<file path="config.mk">
export PLATFORM = sky130hd
export DESIGN_NAME = pc_fetch_ctrl
export DESIGN_NICKNAME = d
export VERILOG_FILES = /design/src/rtl/pc_pkg.sv /design/src/rtl/pc_branch_cnt.sv /design/src/rtl/pc_fetch_ctrl.sv
export SDC_FILE = /design/constraint.sdc
export NUM_CORES = 1
export LEC_CHECK = 0
export BUFFER_PORTS_ARGS = -buffer_cell sky130_fd_sc_hd__buf_2
export CAP_MARGIN = 20
export CORE_ASPECT_RATIO = 0.6
export CORE_MARGIN = 3
export CORE_UTILIZATION = 30
export CTS_CLUSTER_DIAMETER = 60
export DETAILED_ROUTE_END_ITERATION = 8
export HOLD_SLACK_MARGIN = 0.12
export PLACE_DENSITY_LB_ADDON = 0.25
export SLEW_MARGIN = 30
export SYNTH_ARGS = -nofsm -noshare
export SYNTH_HDL_FRONTEND = slang
export SYNTH_SLANG_ARGS = --single-unit
</file>
<file path="constraint.sdc">
create_clock -name clk -period 2.5 [get_ports clk]
set_input_delay 0.5 -clock clk [delete_from_list [all_inputs] [get_ports clk]]
set_output_delay 0.5 -clock clk [all_outputs]
set_load 0.05 [all_outputs]
</file>
<file path="src/rtl/pc_pkg.sv">
// Shared types and widths for the program-counter fetch controller.
package pc_pkg;

  localparam int PC_W     = 12;
  localparam int IDX_W    = 5;
  localparam int NULL_IDX = 0;

  typedef enum logic [1:0] {
    IDLE    = 2'd0,
    RUN     = 2'd1,
    BR_WAIT = 2'd2,
    HALT    = 2'd3
  } pc_state_e;

endpackage

</file>
<file path="src/rtl/pc_branch_cnt.sv">
// Saturating taken-branch counter; clear wins over increment.
module pc_branch_cnt #(
  parameter int W = 8
) (
  input  logic         clk,
  input  logic         rst_n,
  input  logic         clr_i,
  input  logic         inc_i,
  output logic [W-1:0] count_o
);

  logic [W-1:0] cnt_q;
  logic [W-1:0] cnt_d;

  always_comb begin
    cnt_d = cnt_q;
    if (clr_i) begin
      cnt_d = '0;
    end else if (inc_i && (cnt_q != {W{1'b1}})) begin
      cnt_d = cnt_q + W'(1);
    end
  end

  always_ff @(posedge clk or negedge rst_n) begin
    if (!rst_n) begin
      cnt_q <= '0;
    end else begin
      cnt_q <= cnt_d;
    end
  end

  assign count_o = cnt_q;

endmodule

</file>
<file path="src/rtl/pc_fetch_ctrl.sv">
// PC sequencer with branch-target LUT handshake, stall, halt and restart.
// Optional BRANCH_COUNT_EN adds a saturating count of completed branches.
module pc_fetch_ctrl
  import pc_pkg::*;
#(
  parameter int D = PC_W,
  parameter int A = IDX_W
) (
  input  logic         clk,
  input  logic         rst_n,
  input  logic         start,
  input  logic [D-1:0] start_addr,
  input  logic         stall,
  input  logic         branch_en,
  input  logic [A-1:0] branch_idx,
  input  logic         halt_in,
  output logic [A-1:0] lut_addr,
  input  logic [D-1:0] lut_target,
  output logic [D-1:0] prog_ctr,
  output logic         fetch_valid,
  output logic         done,
  output logic         bad_branch,
  output logic         wrap,
  output logic [7:0]   branch_count
);

  pc_state_e    state_q, state_d;
  logic [D-1:0] pc_q, pc_d;
  logic [A-1:0] lut_q, lut_d;
  logic         done_q, done_d;
  logic         bad_q, bad_d;
  logic         wrap_q, wrap_d;

  // start overrides stall; stall freezes everything else.
  always_comb begin
    state_d = state_q;
    pc_d    = pc_q;
    lut_d   = lut_q;
    done_d  = done_q;
    bad_d   = bad_q;
    wrap_d  = wrap_q;
    if (start) begin
      state_d = RUN;
      pc_d    = start_addr;
      done_d  = 1'b0;
      bad_d   = 1'b0;
      wrap_d  = 1'b0;
    end else if (!stall) begin
      case (state_q)
        RUN: begin
          if (halt_in) begin
            state_d = HALT;
            done_d  = 1'b1;
          end else if (branch_en && (branch_idx != A'(NULL_IDX))) begin
            lut_d   = branch_idx;
            state_d = BR_WAIT;
          end else begin
            if (branch_en) bad_d = 1'b1;
            if (&pc_q) wrap_d = 1'b1;
            pc_d = pc_q + D'(1);
          end
        end
        BR_WAIT: begin
          pc_d    = lut_target;
          state_d = RUN;
        end
        default: ;
      endcase
    end
  end

  always_ff @(posedge clk or negedge rst_n) begin
    if (!rst_n) begin
      state_q <= IDLE;
      pc_q    <= '0;
      lut_q   <= '0;
      done_q  <= 1'b0;
      bad_q   <= 1'b0;
      wrap_q  <= 1'b0;
    end else begin
      state_q <= state_d;
      pc_q    <= pc_d;
      lut_q   <= lut_d;
      done_q  <= done_d;
      bad_q   <= bad_d;
      wrap_q  <= wrap_d;
    end
  end

  assign prog_ctr    = pc_q;
  assign lut_addr    = lut_q;
  assign done        = done_q;
  assign bad_branch  = bad_q;
  assign wrap        = wrap_q;
  assign fetch_valid = (state_q == RUN) && !stall;

`ifdef BRANCH_COUNT_EN
  logic branch_load;
  assign branch_load = (state_q == BR_WAIT) && !stall && !start;

  pc_branch_cnt #(.W(8)) u_branch_cnt (
    .clk     (clk),
    .rst_n   (rst_n),
    .clr_i   (start),
    .inc_i   (branch_load),
    .count_o (branch_count)
  );
`else
  assign branch_count = 8'd0;
`endif

endmodule
</file>
* Word level (Yosys, flattened, before mapping) *
Cells that the tools add are included.

cells by class
  reduce and logical (&&, ||, !) cells = 16
  equal/unequal tests = 8
  muxes and demuxes = 26
  bitwise operators = 3
  add/subtract/negate cells = 1

operator list
  operator                 count
  $mux W12                 4
  $pmux W12 S2             1
  $mux W1                  16
  $reduce_and A5 Y1        3
  $add A12 B1 Y12 const B  1
  $reduce_and A12 Y1       1
  $mux W2                  4
  $reduce_bool A2 Y1       4
  $ne A2 B2 Y1 const B     3
  $ne A3 B3 Y1 const B     2
  $reduce_and A3 Y1        2
  $reduce_bool A5 Y1       1
  $ne A4 B4 Y1 const B     1
  $pmux W2 S2              1
  $reduce_and A4 Y1        1
  $not A1 Y1               3
  $reduce_bool A3 Y1       1
  $eq A2 B1 Y1 const B     1
  $eq A2 B2 Y1 const B     1
  $logic_and A1 B1 Y1      2
  $logic_not A1 Y1         1

word-level totals
  output and inout port bits = 29
  bits in registers = 22
  input bits = 35
  word-level logic and storage cells = 60

* Longest topological paths before layout *
  depth after elaboration = 7
  gate-level depth with buffers = 6
  mapped depth without buffers = 5

* Least setup slack after synthesis *
No wires, ideal clock.

  path kind = in2reg
  start point = input port stall
  end point = register pc_q[1], in the netlist prog_ctr[1]
  setup slack = 0.407 ns
  buffers on the path = 2
  required time = 2.375 ns
  library setup time = 0.125 ns
  data arrival time = 1.968 ns
  stages = 6
  cells stage by stage = buf_6 or4b_1 buf_2 o221ai_2 nor2_4 mux2_4

between the ends
  longest elaborated chain between the ends = 2

RTL lines
  element                             RTL line             text
  start, declared                     pc_fetch_ctrl.sv:13  input logic stall,
  $ne A2 B2 Y1 (no source line)       --
  $reduce_and A4 Y1 (no source line)  --
  end signal, assigned                pc_fetch_ctrl.sv:82  pc_q <= pc_d;
  end, declared                       pc_fetch_ctrl.sv:28  logic [D-1:0] pc_q, pc_d;

Every way passes these cells.
A chain may end at the register's enable or synchronous reset.

* Worst setup path in the final report *
  start point = register state_q[1]
  end point = register pc_q[10], in the netlist prog_ctr[10]

between the ends
  longest elaborated chain between the ends = 4
  elaborated cells on any way between the ends = 9
  those cells by class = eq/ne: 4; mux: 3; reduce/logical: 2

RTL lines
  element                                              RTL line             text
  start, declared                                      pc_fetch_ctrl.sv:27  pc_state_e state_q, state_d;
  start signal, assigned                               pc_fetch_ctrl.sv:81  state_q <= state_d;
  $eq A2 B2 Y1 / $eq A2 B1 Y1 (equally long branches)  pc_fetch_ctrl.sv:49  case (state_q)
  $pmux W12 S2                                         pc_fetch_ctrl.sv:49
  $mux W12                                             pc_fetch_ctrl.sv:48  end else if (!stall) begin
  $mux W12                                             pc_fetch_ctrl.sv:42  if (start) begin

Parallel ways exist; a longest one is shown, timed or not. The select of a mux whose other input is x is not followed.

==> out/metrics.yaml <==
power.total_mw: 1.42
drtIter0Drc: 137
fin_crit_sh_pct: 83.8
hold_class: "in2async"
fin_area_sq_mm: 0.00190
synthToLayoutAreaGrowth_pct: 26.7
routedWlPerCell_microns: 15.6
ir_worst_vdd_mv: 0.260
fp.coreArea_sq_mm: 0.00471
dp_hpwl_mm: 3.32
clockBufferDepth: 2
initial_utilization_pct: 31.9
crit_path_end_kind: "flip-flop"
cpPeakStageDelay_ns: 0.68
cts_resized: 0
postSynthCellCount: 162
crit_path_max_fanout: 6
grt_max_degree: 27
tightest_slew_ns: 0.542
synthTopCellsByArea: "dfrtp_1 (37%), buf_4 (4.0%), mux2_4 (4.0%)"
post-route-min-period_ns: 2.10
synth.avg_cell_area_sq_um: 9.28
cts_setup_buffers: 0
synth_ff_type: "dfrtp_1"
leakagePower_nw: 0.896
layout-drive-gt1-share_pct: 36.7
via_per_inst: 5.06
cp-start-kind: "flip-flop"
synth_edf_count: 0
grt_pass1_vias: 1358
worstPathRequired_ns: 2.64
critPathSlowestCell: "or4b_1"
slew_viol_final: 0
h-tree-depth: 1
grt_pass1_wl_mm: 7.19
tritoncts: "yes"
setup-violations-final: 0
rows: 19
ant_nets: 0
multi_input_area_sq_um: 842
synth_largest_area_cell: "dfrtp_1"
fin_nets: 255
timing.setup.tns_ns: 0
portBuffers: 55
path_cells: "or4b_1 -> nor3_4 -> buf_4 -> o21ai_0 -> a2bb2oi_1"
async_reset_ff_share_pct: 100
synth_cell_types: 48
status: "finished clean"
crit_arrival_ns: 2.24
dr.pass1.iters: 4
cts_sinks: 22
fillCellCount: 495
syn_area_sq_mm: 0.00150
clock_latency_ns: 0.27
final_common_cell: "buf_2"
max_slew_margin_pct: 63.8
yosysSeqAreaShare_pct: 36.6
hold_violations: 0
cts_buffers: 3
placed_area_sq_mm: 0.00183
yosys_register_bits: 22
remaining_drc_errors: 0
vias: 1421
fin_worst_skew_ns: 0.00817
ctsHoldBuffers: 0
layout_common_cells: "buf_2 (55), dfrtp_1 (22), nand2_1 (11)"
overflow: 0
clk_pin_slew_worst_paths_ns: 0.09
track_usage_pct: 15.1
grt_antenna_before_repair: 0
antenna_cells: 0
ys_warn_count: 0
die_x_microns: 97.4
clock-root-buffer: "clkbuf_8"
register_area_sq_um: 551
routed_wl_mm: 4.38
clock.fmax_mhz: 477
die_h_microns: 60.8
crit_type: "reg2reg"
powerDensity_mw_per_mm2: 744
crit_family: "simple AND/OR/NAND/NOR gates"
cap_violations: 0
dieArea_sq_mm: 0.00592
synth_top_area_share_pct: 36.6
ioPinCount: 64
grt_setup_unrepaired: "false"
globalplace.congestion: 0.798
crit_buf_inv: 1
[sequential cells by signal, summed over array words and instances, names as in the netlist]
| register | count |
|---|---|
| bad_branch | 1 |
| done | 1 |
| state_q | 2 |
| prog_ctr | 12 |
| wrap | 1 |
| lut_addr | 5 |
[layer usage]
layer	part of all wire [%]	up-vias	wire length [microns]	global-route usage, %
li1	-	708	-	-
met1	53	664	2340	24.0
met2	41	46	1810	21.3
met3	5.3	3	230	2.99
met4	0.16	0	7	1.78
met5	0	-	0	0
[path summary, 6_finish.rpt]
path | endpoint | depth (start not counted) | startpoint | slack (ns)
min | prog_ctr[1] | 1 | rst_n | 0.20
min in group clk | lut_addr[2] | 2 | branch_idx[2] | 0.47
max | prog_ctr[10] | 5 | state_q[1] | 0.40
max in group asynchronous | state_q[1] | 1 | rst_n | 1.95
min reg2reg | done | 2 | done | 0.49
max reg2reg | prog_ctr[10] | 5 | state_q[1] | 0.40
[through the flow]
step                      setup slack, ns  cells  util, %  hold WS, ns
after global placement              0.258    277     38.9        0.474
after global routing                0.325    281     40.5        0.223
after CTS                           0.422    281     40.5        0.208
after floorplan                     0.407    169        -        0.204
after detailed placement            0.248    277     38.9        0.487
final                               0.404    281     40.5        0.196
[synth_stat cells, types with 2 or more instances]
cell,n
buf_4,8
or3_1,2
o211ai_1,3
o31ai_1,4
a221oi_1,2
or4_1,3
o21a_1,3
a2bb2oi_1,3
a21oi_1,5
o32ai_1,2
o221ai_1,2
o21ai_0,7
mux2_2,5
and3_1,2
mux2_4,4
inv_1,9
nor2_1,8
clkbuf_1,7
dfrtp_1,22
mux2i_1,3
a311oi_1,2
nor3_1,8
nand4_1,2
a31oi_1,3
nand2b_1,2
nand3_1,6
o2bb2ai_1,3
nor4_1,2
nand2_1,11
[worst reg2reg max path, stage by stage, from the launching register on]
cell and delay (ns):
dfrtp_1 0.43, or4b_1 0.68, nor3_4 0.36, buf_4 0.20, o21ai_0 0.13, a2bb2oi_1 0.17
[final cells by class]
class,count,area share [%]
Multi-Input combinational cell,121,44.2
Sequential cell,22,28.9
Timing Repair Buffer,62,17.2
Tap cell,63,4.14
Clock buffer,3,2.17
Inverter,9,1.77
Clock inverter,1,1.58
[kinds of logic after synthesis]
| kind of cell | synth area share (%) |
|---|---|
| AND/OR/NAND/NOR | 19.0 |
| AO/OA/AOI/OAI | 23.3 |
| buffers and inverters | 9.08 |
| flip-flops | 36.6 |
| multiplexers | 9.74 |
| XOR/XNOR | 1.17 |
| adder cells (fa/ha/maj) | 0.833 |
| other | 0.250 |
[power breakdown]
group          total, mW  switching (mW)  internal [mW]
Sequential         0.496          0.0764          0.419
Combinational      0.587           0.407          0.180
Clock              0.334           0.120          0.214
Total               1.42           0.603          0.813
Power figures use the tool's default switching activity.
